===== src/rtl/fetchq_pkg.sv =====
// Shared types and constants for the 2-entry fetch queue.
// Latency: n/a (types only).
// Backpressure: n/a (types only).
package fetchq_pkg;

  localparam int unsigned DEPTH    = 2;
  localparam logic [4:0]  EXC_ADEL = 5'd4;

  // One queued fetch: instruction word, PC+8, address fault and delay-slot flag.
  typedef struct packed {
    logic [31:0] instr;
    logic [31:0] pcadd8;
    logic        exc;
    logic        bd;
  } entry_t;

  // Occupancy states; the encoding doubles as the count output.
  typedef enum logic [1:0] {
    ST_EMPTY = 2'd0,
    ST_ONE   = 2'd1,
    ST_FULL  = 2'd2
  } state_t;

endpackage


===== src/rtl/fetchq_entry_mem.sv =====
// Two-entry register storage for the fetch queue: one write port, one read port.
// Latency: write lands on the next rising edge; read is combinational.
// Backpressure: none here; the controller decides when a write happens.
module fetchq_entry_mem
  import fetchq_pkg::*;
(
  input  logic   clk,
  input  logic   wr_en,
  input  logic   wr_ptr,
  input  entry_t wr_entry,
  input  logic   rd_ptr,
  output entry_t rd_entry
);

  entry_t mem [DEPTH];

  // Data registers only change on an accepted push, so a stall holds them stable.
  always_ff @(posedge clk) begin
    if (wr_en) begin
      mem[wr_ptr] <= wr_entry;
    end
  end

  assign rd_entry = mem[rd_ptr];

endmodule


===== src/rtl/fetch_queue.sv =====
// Fetch-to-decode 2-entry queue with flush; optional fault squash via FETCHQ_EXC_SQUASH_EN.
// Latency: push visible at the head one cycle later; head fields read combinationally.
// Backpressure: in_ready drops when FULL regardless of out_ready; no push into FULL.
module fetch_queue
  import fetchq_pkg::*;
#(
  parameter logic [31:0] PC_BASE  = 32'h0000_3000,
  parameter logic [31:0] NOP_WORD = 32'h0000_0000
) (
  input  logic        clk,
  input  logic        reset,
  input  logic        in_valid,
  output logic        in_ready,
  input  logic [31:0] in_instr,
  input  logic [31:0] in_pcadd8,
  input  logic        in_exc,
  input  logic        in_bd,
  input  logic        flush,
  output logic        out_valid,
  input  logic        out_ready,
  output logic [31:0] out_instr,
  output logic [31:0] out_pc,
  output logic [31:0] out_pcadd8,
  output logic        out_exc,
  output logic        out_bd,
  output logic [4:0]  out_exccode,
  output logic [1:0]  count
);

`ifdef FETCHQ_EXC_SQUASH_EN
  localparam bit SQUASH_EN = 1'b1;
`else
  localparam bit SQUASH_EN = 1'b0;
`endif

  // Fetch addresses are word aligned, so the PC base must be too.
  if (PC_BASE[1:0] != 2'b00) begin : g_pc_base_check
    $error("fetch_queue: PC_BASE must be word aligned");
  end

  state_t state, state_nxt;
  logic   wr_ptr, wr_ptr_nxt;
  logic   rd_ptr, rd_ptr_nxt;
  logic   push, pop, mem_wr_en;
  entry_t wr_entry, head;

  assign in_ready  = (state != ST_FULL);
  assign out_valid = (state != ST_EMPTY);
  assign push      = in_valid & in_ready;
  assign pop       = out_valid & out_ready;
  assign count     = state;

  // Faulting fetches optionally carry a NOP so decode never sees a garbage word.
  assign wr_entry = '{
    instr:  (SQUASH_EN && in_exc) ? NOP_WORD : in_instr,
    pcadd8: in_pcadd8,
    exc:    in_exc,
    bd:     in_bd
  };

  fetchq_entry_mem u_mem (
    .clk      (clk),
    .wr_en    (mem_wr_en),
    .wr_ptr   (wr_ptr),
    .wr_entry (wr_entry),
    .rd_ptr   (rd_ptr),
    .rd_entry (head)
  );

  // Occupancy state and pointers; reset wins over everything else.
  always_ff @(posedge clk) begin
    if (reset) begin
      state  <= ST_EMPTY;
      wr_ptr <= 1'b0;
      rd_ptr <= 1'b0;
    end else begin
      state  <= state_nxt;
      wr_ptr <= wr_ptr_nxt;
      rd_ptr <= rd_ptr_nxt;
    end
  end

  // Next state: flush drops the same-cycle input and empties the queue; else push/pop.
  always_comb begin
    state_nxt  = state;
    wr_ptr_nxt = wr_ptr;
    rd_ptr_nxt = rd_ptr;
    mem_wr_en  = 1'b0;
    if (flush) begin
      state_nxt  = ST_EMPTY;
      wr_ptr_nxt = 1'b0;
      rd_ptr_nxt = 1'b0;
    end else begin
      mem_wr_en = push & ~reset;
      if (push) wr_ptr_nxt = ~wr_ptr;
      if (pop)  rd_ptr_nxt = ~rd_ptr;
      case (state)
        ST_EMPTY: if (push) state_nxt = ST_ONE;
        ST_ONE: begin
          if (push && !pop)      state_nxt = ST_FULL;
          else if (pop && !push) state_nxt = ST_EMPTY;
        end
        ST_FULL:  if (pop) state_nxt = ST_ONE;
        default:  state_nxt = ST_EMPTY;
      endcase
    end
  end

  assign out_instr   = out_valid ? head.instr : 32'd0;
  assign out_pcadd8  = out_valid ? head.pcadd8 : 32'd0;
  assign out_pc      = out_valid ? (head.pcadd8 - 32'd8) : 32'd0;
  assign out_exc     = out_valid & head.exc;
  assign out_bd      = out_valid & head.bd;
  assign out_exccode = (out_valid && SQUASH_EN && head.exc) ? EXC_ADEL : 5'd0;

endmodule

===== config.mk =====
export PLATFORM = sky130hd
export DESIGN_NAME = fetch_queue
export DESIGN_NICKNAME = d
export VERILOG_FILES = /design/src/rtl/fetchq_pkg.sv /design/src/rtl/fetchq_entry_mem.sv /design/src/rtl/fetch_queue.sv
export SDC_FILE = /design/constraint.sdc
export NUM_CORES = 1
export LEC_CHECK = 0
export CORE_MARGIN = 4
export CORE_UTILIZATION = 43
export CTS_CLUSTER_SIZE = 14
export DETAILED_ROUTE_END_ITERATION = 16
export PLACE_DENSITY = 0.76
export SYNTH_ARGS = -nofsm -noshare
export SYNTH_HDL_FRONTEND = slang
export SYNTH_SLANG_ARGS = --single-unit

===== constraint.sdc =====
create_clock -name clk -period 4.8 [get_ports clk]
set_input_delay 0.96 -clock clk [delete_from_list [all_inputs] [get_ports clk]]
set_output_delay 0.96 -clock clk [all_outputs]
set_load 0.02 [all_outputs]

[Yosys cells after proc, flatten, opt, wreduce, memory -nomap -nowiden]
Memories as Yosys holds them, arrays and structs flattened. A register that Yosys moved wholly into a read port is not among the register bits.
Cells that the tools add are included.
Storage, ports and cells
  output and inout bits: 107
  bits in writable memories: 132
  register bits after elaboration: 4
  memories: 1
  logic and storage cells: 40
  input bits: 71
Memories
  u_mem.mem: words 2, width 66, read ports 1, clocked after memory_dff 1, write ports 1, line fetchq_entry_mem.sv:15  | entry_t mem [DEPTH];
Cells by class
  equal/unequal tests: 6
  bitwise gates (word level): 8
  multiplexer cells: 13
  add/subtract/negate cells: 1
  reductions and logical operators: 8
Operators by type and width (number)
  32-bit two-way mux: 3
  32-bit by 4-bit subtractor with 32-bit output, second input constant: 1
  2-bit two-way mux: 4
  2-bit != test, second input constant: 3
  2-bit case mux with 3 select lines: 1
  1-bit bitwise AND: 5
  1-bit two-way mux: 5
  3-bit != test, second input constant: 1
  1-bit inverter: 3
  3-bit AND reduction: 1
  2-bit by 1-bit equality test with 1-bit output, second input constant: 1
  2-bit equality test, second input constant: 1
  1-bit logical AND: 2
  1-bit zero test: 2
  2-bit zero test: 1
  2-bit nonzero test: 1
  2-bit OR reduction: 1

[Longest topological paths before layout]
Gate-level depths: netlist of the first run.
  word-level depth: 7
  depth in mapped cells: 13
  mapped depth without buffers: 7

[By module]
Synthesis of the first run repeated with hierarchy kept, for this count alone.
Second synthesis, totals
  cells, all modules: 419
  area total of the unflattened synthesis: 6354.8 µm²
By module, submodules not included
  fetchq_entry_mem: sequential area each 3963.8 µm², instances 1, area an instance 4936.0 µm², cells an instance 207
  fetch_queue: sequential area each 80.1 µm², instances 1, area an instance 1418.9 µm², cells an instance 212

[Worst setup path before layout of the first run]
Ideal clock, no wire load.
  path kind: register -> output
  start: register (tool-made name)
  end: output out_pc[29]
  buffers on the path: 6
  required time: 3.840 ns
  cell stages (with the launch flop): 14
  slack: 0.118 ns
  arrival: 3.722 ns
  path through: dfxtp_1 -> buf_6 -> buf_6 -> buf_2 -> buf_2 -> buf_2 -> buf_2 -> mux2i_1 -> ha_1 -> nor4bb_1 -> o22ai_1 -> or3_4 -> o31a_1 -> nor3_1
RTL lines
  end: declaration: line fetch_queue.sv:22  | output logic [31:0] out_pc,

==> flow_metrics.py, run 1 <==
metrics = {
    "timing": {
        "rsz0062_at_grt": "false",
        "tightest_slew_ns": 0.866,
        "final-max-slew-violation-count": 0,
        "holdWs_ns": 0.583,
        "slew_headroom": 0.423,
        "finalCriticalPeriod_ns": 4.60,
        "finalWorstSetupSlack_ns": 0.197,
        "skew_ns": 0.00725,
        "hold_violations": 0,
        "finalCritPeriodShare": 0.959,
        "fmax_mhz": 217,
        "tns_ns": 0,
        "setup_violations": 0,
    },
    "die": {
        "die_h_um": 128,
        "die_w_um": 128,
        "io_pins": 178,
        "fp-row-count": 43,
        "start_util": 0.444,
        "die_area_um2": 16500,
        "core-area_um2": 14000,
    },
    "detailed_routing": {
        "dr.pass1.iters": 4,
        "detail_route.vias_per_cell": 5.33,
        "via_count": 4476,
        "wirelength_um": 15600,
        "drtAntennaViolNets": 0,
        "wl_per_cell_um": 18.5,
        "drt_iter0_drc": 262,
        "route.detailed.drc": 0,
    },
    "pwr": {
        "seq_power_share": 0.451,
        "p_int_mw": 2.34,
        "power.density_nw_per_um2": 337,
        "clkPwrFrac": 0.456,
        "peakVddDrop_mv": 0.238,
        "leakage_nw": 2.87,
        "pwr-share-comb": 0.093,
        "power.total_mw": 2.99,
        "switching_share": 0.215,
        "p_switching_mw": 0.641,
    },
    "place": {
        "port-buffer-count": 172,
        "gp_congestion": 0.819,
        "hpwl_um": 10700,
        "dp_slack_ns": 0.324,
    },
    "cts": {
        "ctsRootBufferMaster": "clkbuf_16",
        "clk_latency_ns": 0.42,
        "cts_tree": "built",
        "path_clk_slew_ns": 0.06,
        "cts_hold_buf": 0,
        "clkSinkCount": 137,
        "cts.htree.levels": 4,
        "clockBufferDepth": 2,
        "numCtsBuffers": 17,
    },
    "global_route": {
        "grt_pass1_wl_um": 24300,
        "grtUsageTotal": 0.190,
        "grt_pass1_vias": 4731,
        "antenna_found_initial": 4,
        "globalRoute.totalOverflow": 0,
        "grt_max_degree": 88,
    },
    "worst_setup_path": {
        "endpoint_kind": "primary output",
        "r2r-end": "u_mem.mem[1][13]",
        "cp.required_ns": 3.84,
        "worstPathArrival_ns": 3.64,
        "r2r_slack_ns": 2.34,
        "crit_fanout": 7,
        "rr_worst_depth": 5,
        "r2r-start": "count[0]",
        "crit_path_start_kind": "register",
        "criticalPathCategory": "reg -> out",
    },
    "synth": {
        "ys_ff_latch": 137,
        "yosysUniqueCellTypes": 52,
        "syn_inst": 472,
        "synth.top_cells.by_area": "edfxtp_1, mux2i_1, nor2_1",
        "synth_area_leader_cell": "edfxtp_1",
        "yosysSeqAreaShare": 0.651,
        "yosys.area.top_type_share": 0.635,
        "synth_area_per_cell_um2": 13.2,
        "ys_warn_count": 0,
        "syn_area_um2": 6240,
    },
    "min_path": {
        "hold_depth": 2,
        "hold_start": "rd_ptr",
        "min_path_type": "reg -> reg",
        "hold_end": "rd_ptr",
    },
    "cells_and_area": {
        "area_delta_synth_final_pct": 42.2,
        "final_layout_size_suffix_gt1_frac": 0.0895,
        "fin_util": 0.632,
        "fillers": 1051,
        "final_nets": 718,
    },
    "job": {
        "max_cap_viol_count": 0,
    },
    "outcome": {
        "status": "complete, no violations",
    },
}
==> timing repair <==
action	in CTS	in global routing
gates cloned	1	0
pin swaps	0	2
resized for setup	5	4
buffers inserted	0	1
endpoints found under the hold margin	0	0
endpoints found under the setup margin	7	8
==> logic make-up (layout without fill, tap and decap cells) <==
group,count (synthesis),after routing,synth area share
mux,70,70,0.114
xor+xnor,16,16,0.0225
compound gates,37,37,0.0399
other cells,1,6,0.000601
fa+ha+maj,1,1,0.00201
flops,137,137,0.651
buf+inv,34,217,0.0295
simple gates,176,176,0.140
==> cell type report <==
cell class | instances | area (um2) | area share
repair buffers | 181 | 1860 | 0.210
diodes | 1 | 2.50 | 0.000282
multi-input cells | 305 | 2080 | 0.234
well taps | 180 | 225 | 0.0254
flip-flops and latches | 137 | 4070 | 0.459
clock inverters | 14 | 194 | 0.0219
inverters | 4 | 15.0 | 0.00169
clock buffers | 18 | 429 | 0.0484
==> power by group through the flow <==
stage / Sequential [mW] / Clock [mW] / Combinational, mW
6_report: 1.35 / 1.36 / 0.278
5_1_grt: 1.35 / 1.43 / 0.297
4_1_cts: 1.35 / 1.38 / 0.280
3_5_place_dp: 1.37 / 0 / 0.275
3_3_place_gp: 1.37 / 0 / 0.271
2_1_floorplan: 1.37 / 0 / 0.125
==> Yosys cell counts, drive strengths merged <==
cell type  count
a2111oi        1
a211o          1
a211oi         1
a21o           1
a21oi         10
a222oi         1
a22o           1
and2           8
and3           1
buf           20
clkbuf        10
conb           1
dfxtp          5
edfxtp       132
ha             1
inv            4
mux2           8
mux2i         62
nand2          8
nand2b         1
nand3          2
nand3b         1
nand4          1
nor2          96
nor3          21
nor3b         11
nor4           7
nor4b          2
nor4bb         1
o211ai         1
o21a           2
o21ai          5
o22a           2
o22ai          4
o2bb2ai        1
o31a           2
o31ai          3
o32ai          1
or3            5
or3b           3
or4            6
or4b           2
xnor2          7
xor2           9
==> worst max-delay path, cell delays in order (launching register included) <==
cell and delay (ns):
dfxtp_4 0.43, mux2i_1 0.31, ha_2 0.29, nor4b_2 0.36, o22ai_2 0.22, or3_4 0.45
or4_1 0.49, nand2_1 0.09, clkdlybuf4s50_1 0.59
==> state kept, by name, indices dropped and copies added, names as in the netlist, named ones only <==
signal	flops
u_mem.mem	132
count	2
rd_ptr	1
wr_ptr	1
==> how the worst max path moves through the flow <==
| stage | depth (start not counted) | slack (ns) | endpoint |
|---|---|---|---|
| after floorplan | 13 | 0.12 | out_pc[29] |
| after global placement | 7 | 0.45 | out_pc[26] |
| after detailed placement | 7 | 0.32 | out_pc[26] |
| after CTS | 8 | 0.04 | out_pc[27] |
| after global routing | 8 | 0.006 | out_pc[27] |
| final | 8 | 0.20 | out_pc[27] |
==> metrics by stage <==
stage	cell area (um2)	instances
6_report	8870	840
3_5_place_dp	8150	805
3_3_place_gp	8150	805
2_1_floorplan	6250	476
5_1_grt	8870	840
4_1_cts	8840	838
==> placed cells by master, fill, tap and decap left out, drive strengths merged, types with 2 or more instances in the layout <==
master and instances:
a21oi 10, and2 8, buf 8, bufinv 4
clkbuf 18, clkdlybuf4s50 172, clkinv 3, clkinvlp 4
conb 5, dfxtp 5, edfxtp 132, inv 7
mux2 8, mux2i 62, nand2 8, nand3 2
nor2 96, nor3 21, nor3b 11, nor4 7
nor4b 2, o21a 2, o21ai 5, o22a 2
o22ai 4, o31a 2, o31ai 3, or3 5
or3b 3, or4 6, or4b 2, xnor2 7
xor2 9
==> routing by layer <==
layer | wire (um) | global-route usage
met3 | 1280 | 0.0631
met2 | 7520 | 0.313
met1 | 6240 | 0.226
met5 | 32 | 0
met4 | 502 | 0.0911
Note: power is estimated with default switching activity, not from simulation.
==> run 2, diff against run 1 <==
- SKIP_LAST_GASP: unset -> 1
==> results of run 2 <==
The final DEF is identical to that of run 1; final timing and power are the same.
==> run 3, diff against run 2 <==
- CELL_PAD_IN_SITES_DETAIL_PLACEMENT: unset -> 2
- CELL_PAD_IN_SITES_GLOBAL_PLACEMENT: unset -> 2
- CORE_UTILIZATION: 43 -> 28
- PLACE_DENSITY: 0.76 -> unset
- PLACE_DENSITY_LB_ADDON: unset -> 0.1
==> run 3 against run 2 <==
  * Clock power fell by 9.6%
  * First-iteration DRC count decreased by 3.8%
  * Final cell count up 12%
  * Final area barely moved
  * Critical path type unchanged
  * Highest routed layer unchanged
==> flow_metrics.py, run 3 (synthesis gave the netlist of run 1 again) <==
metrics = {
    "outcome": {
        "status": "complete, no violations",
    },
    "cells_and_area": {
        "fin_util": 0.405,
        "final_nets": 720,
        "antennaDiodeCount": 0,
        "final_cell_mix": "clkdlybuf4s50_1, edfxtp_1, nor2_1",
        "largest_reg_flops": 132,
        "final_layout_size_suffix_gt1_frac": 0.0923,
        "stdcell_area_um2": 8880,
        "top_register": "u_mem.mem",
        "area_delta_synth_final_pct": 42.3,
        "final_common_cell": "clkdlybuf4s50_1",
    },
    "die": {
        "start_util": 0.285,
        "core-area_um2": 21900,
        "die_h_um": 157,
        "die_w_um": 157,
        "io_pins": 178,
        "die_area_um2": 24700,
        "fp-row-count": 54,
    },
    "min_path": {
        "min_path_type": "reg -> reg",
    },
    "global_route": {
        "globalRoute.totalOverflow": 0,
        "grt_pass1_wl_um": 28000,
        "grt_pass1_vias": 5035,
        "grt_max_degree": 66,
        "antenna_found_initial": 3,
        "grtUsageTotal": 0.148,
    },
    "job": {
        "max_cap_viol_count": 0,
    },
    "worst_setup_path": {
        "cp.required_ns": 3.84,
        "worstPathArrival_ns": 3.61,
        "worstPathCellList": "mux2i_1 -> ha_1 -> nor4bb_4 -> o22ai_2 -> or3_4 -> or4_1 -> nand2_1 -> clkdlybuf4s50_1",
        "crit_fanout": 6,
        "crit_path_start_kind": "register",
        "crit_slowest_cell": "clkdlybuf4s50_1",
        "criticalPathCategory": "reg -> out",
        "endpoint_kind": "primary output",
        "max_stage_delay_ns": 0.60,
    },
    "timing": {
        "slew_headroom": 0.436,
        "tightest_slew_ns": 0.844,
        "holdWs_ns": 0.568,
        "setup_violations": 0,
        "skew_ns": 0.00874,
        "fmax_mhz": 219,
        "finalCriticalPeriod_ns": 4.57,
        "final-max-slew-violation-count": 0,
        "finalWorstSetupSlack_ns": 0.227,
        "finalCritPeriodShare": 0.953,
        "tns_ns": 0,
        "hold_violations": 0,
    },
    "place": {
        "hpwl_um": 13000,
        "port-buffer-count": 172,
        "postPlaceCellArea_um2": 8260,
        "dp_slack_ns": 0.185,
        "gp_congestion": 0.752,
    },
    "cts": {
        "cts_tree": "built",
        "clkSinkCount": 137,
        "numCtsBuffers": 17,
        "cts_hold_buf": 0,
        "ctsRootBufferMaster": "clkbuf_16",
        "clk_latency_ns": 0.42,
        "cts.htree.levels": 4,
        "path_clk_slew_ns": 0.06,
        "clockBufferDepth": 2,
    },
    "detailed_routing": {
        "via_count": 4456,
        "dr.pass1.iters": 4,
        "drt_iter0_drc": 252,
        "drtAntennaViolNets": 0,
        "detail_route.vias_per_cell": 4.74,
        "route.detailed.drc": 0,
        "wl_per_cell_um": 19.3,
        "wirelength_um": 18200,
    },
    "pwr": {
        "leakage_nw": 2.82,
        "peakVddDrop_mv": 0.235,
        "power.density_nw_per_um2": 322,
    },
}
## run 3: worst max-delay path: cells and delay by family (launching register included)
family	cells	cell delay, ns
AOI/OAI and AO/OA	1	0.20
DFF	1	0.39
and+or+nand+nor	4	1.42
muxes	1	0.29
adders and majority gates	1	0.30
buffers and inverters	1	0.60
## run 3: metrics by stage
step	power [mW]	std cells
after floorplan	1.50	476
after global placement	1.65	906
after detailed placement	1.66	906
after CTS	2.91	940
after global routing	2.98	941
final	2.86	941
## run 3: report_power, final
part,internal (mW),switching (mW)
registers,1.34,0.0112
clock network,0.681,0.551
logic,0.135,0.144
total,2.15,0.706
## run 3: layout make-up
type                    count  area, um2
fillers                  2271      13000
flip-flops and latches    137       4070
repair buffers            183       1820
well taps                 280        350
clock inverters            15        131
clock buffers              17        425
inverters                   4       15.0
multi-input cells         305       2060
## run 3: routing by layer
layer  track usage  up-vias  part of all wire
met3        0.0500       23             0.059
li1              -     2097                 -
met2         0.247      127              0.49
met1         0.182     2203              0.43
met5             0        -            0.0015
met4        0.0418        6             0.015
## run 3: worst paths after layout
| check | start | to | slack [ns] | cells past startpoint |
|---|---|---|---|---|
| setup / recovery | register | out_pc[21] | 0.23 | 8 |
| hold / removal | rd_ptr | rd_ptr | 0.57 | 2 |
| setup reg to reg | count[0] | u_mem.mem[0][6] | 2.57 | 5 |
| hold reg to reg | rd_ptr | rd_ptr | 0.57 | 2 |
## run 3: repair_timing
action	CTS	global route
endpoints found under the setup margin	9	10
pin swaps	1	1
buffers inserted	2	1
resized for setup	4	3
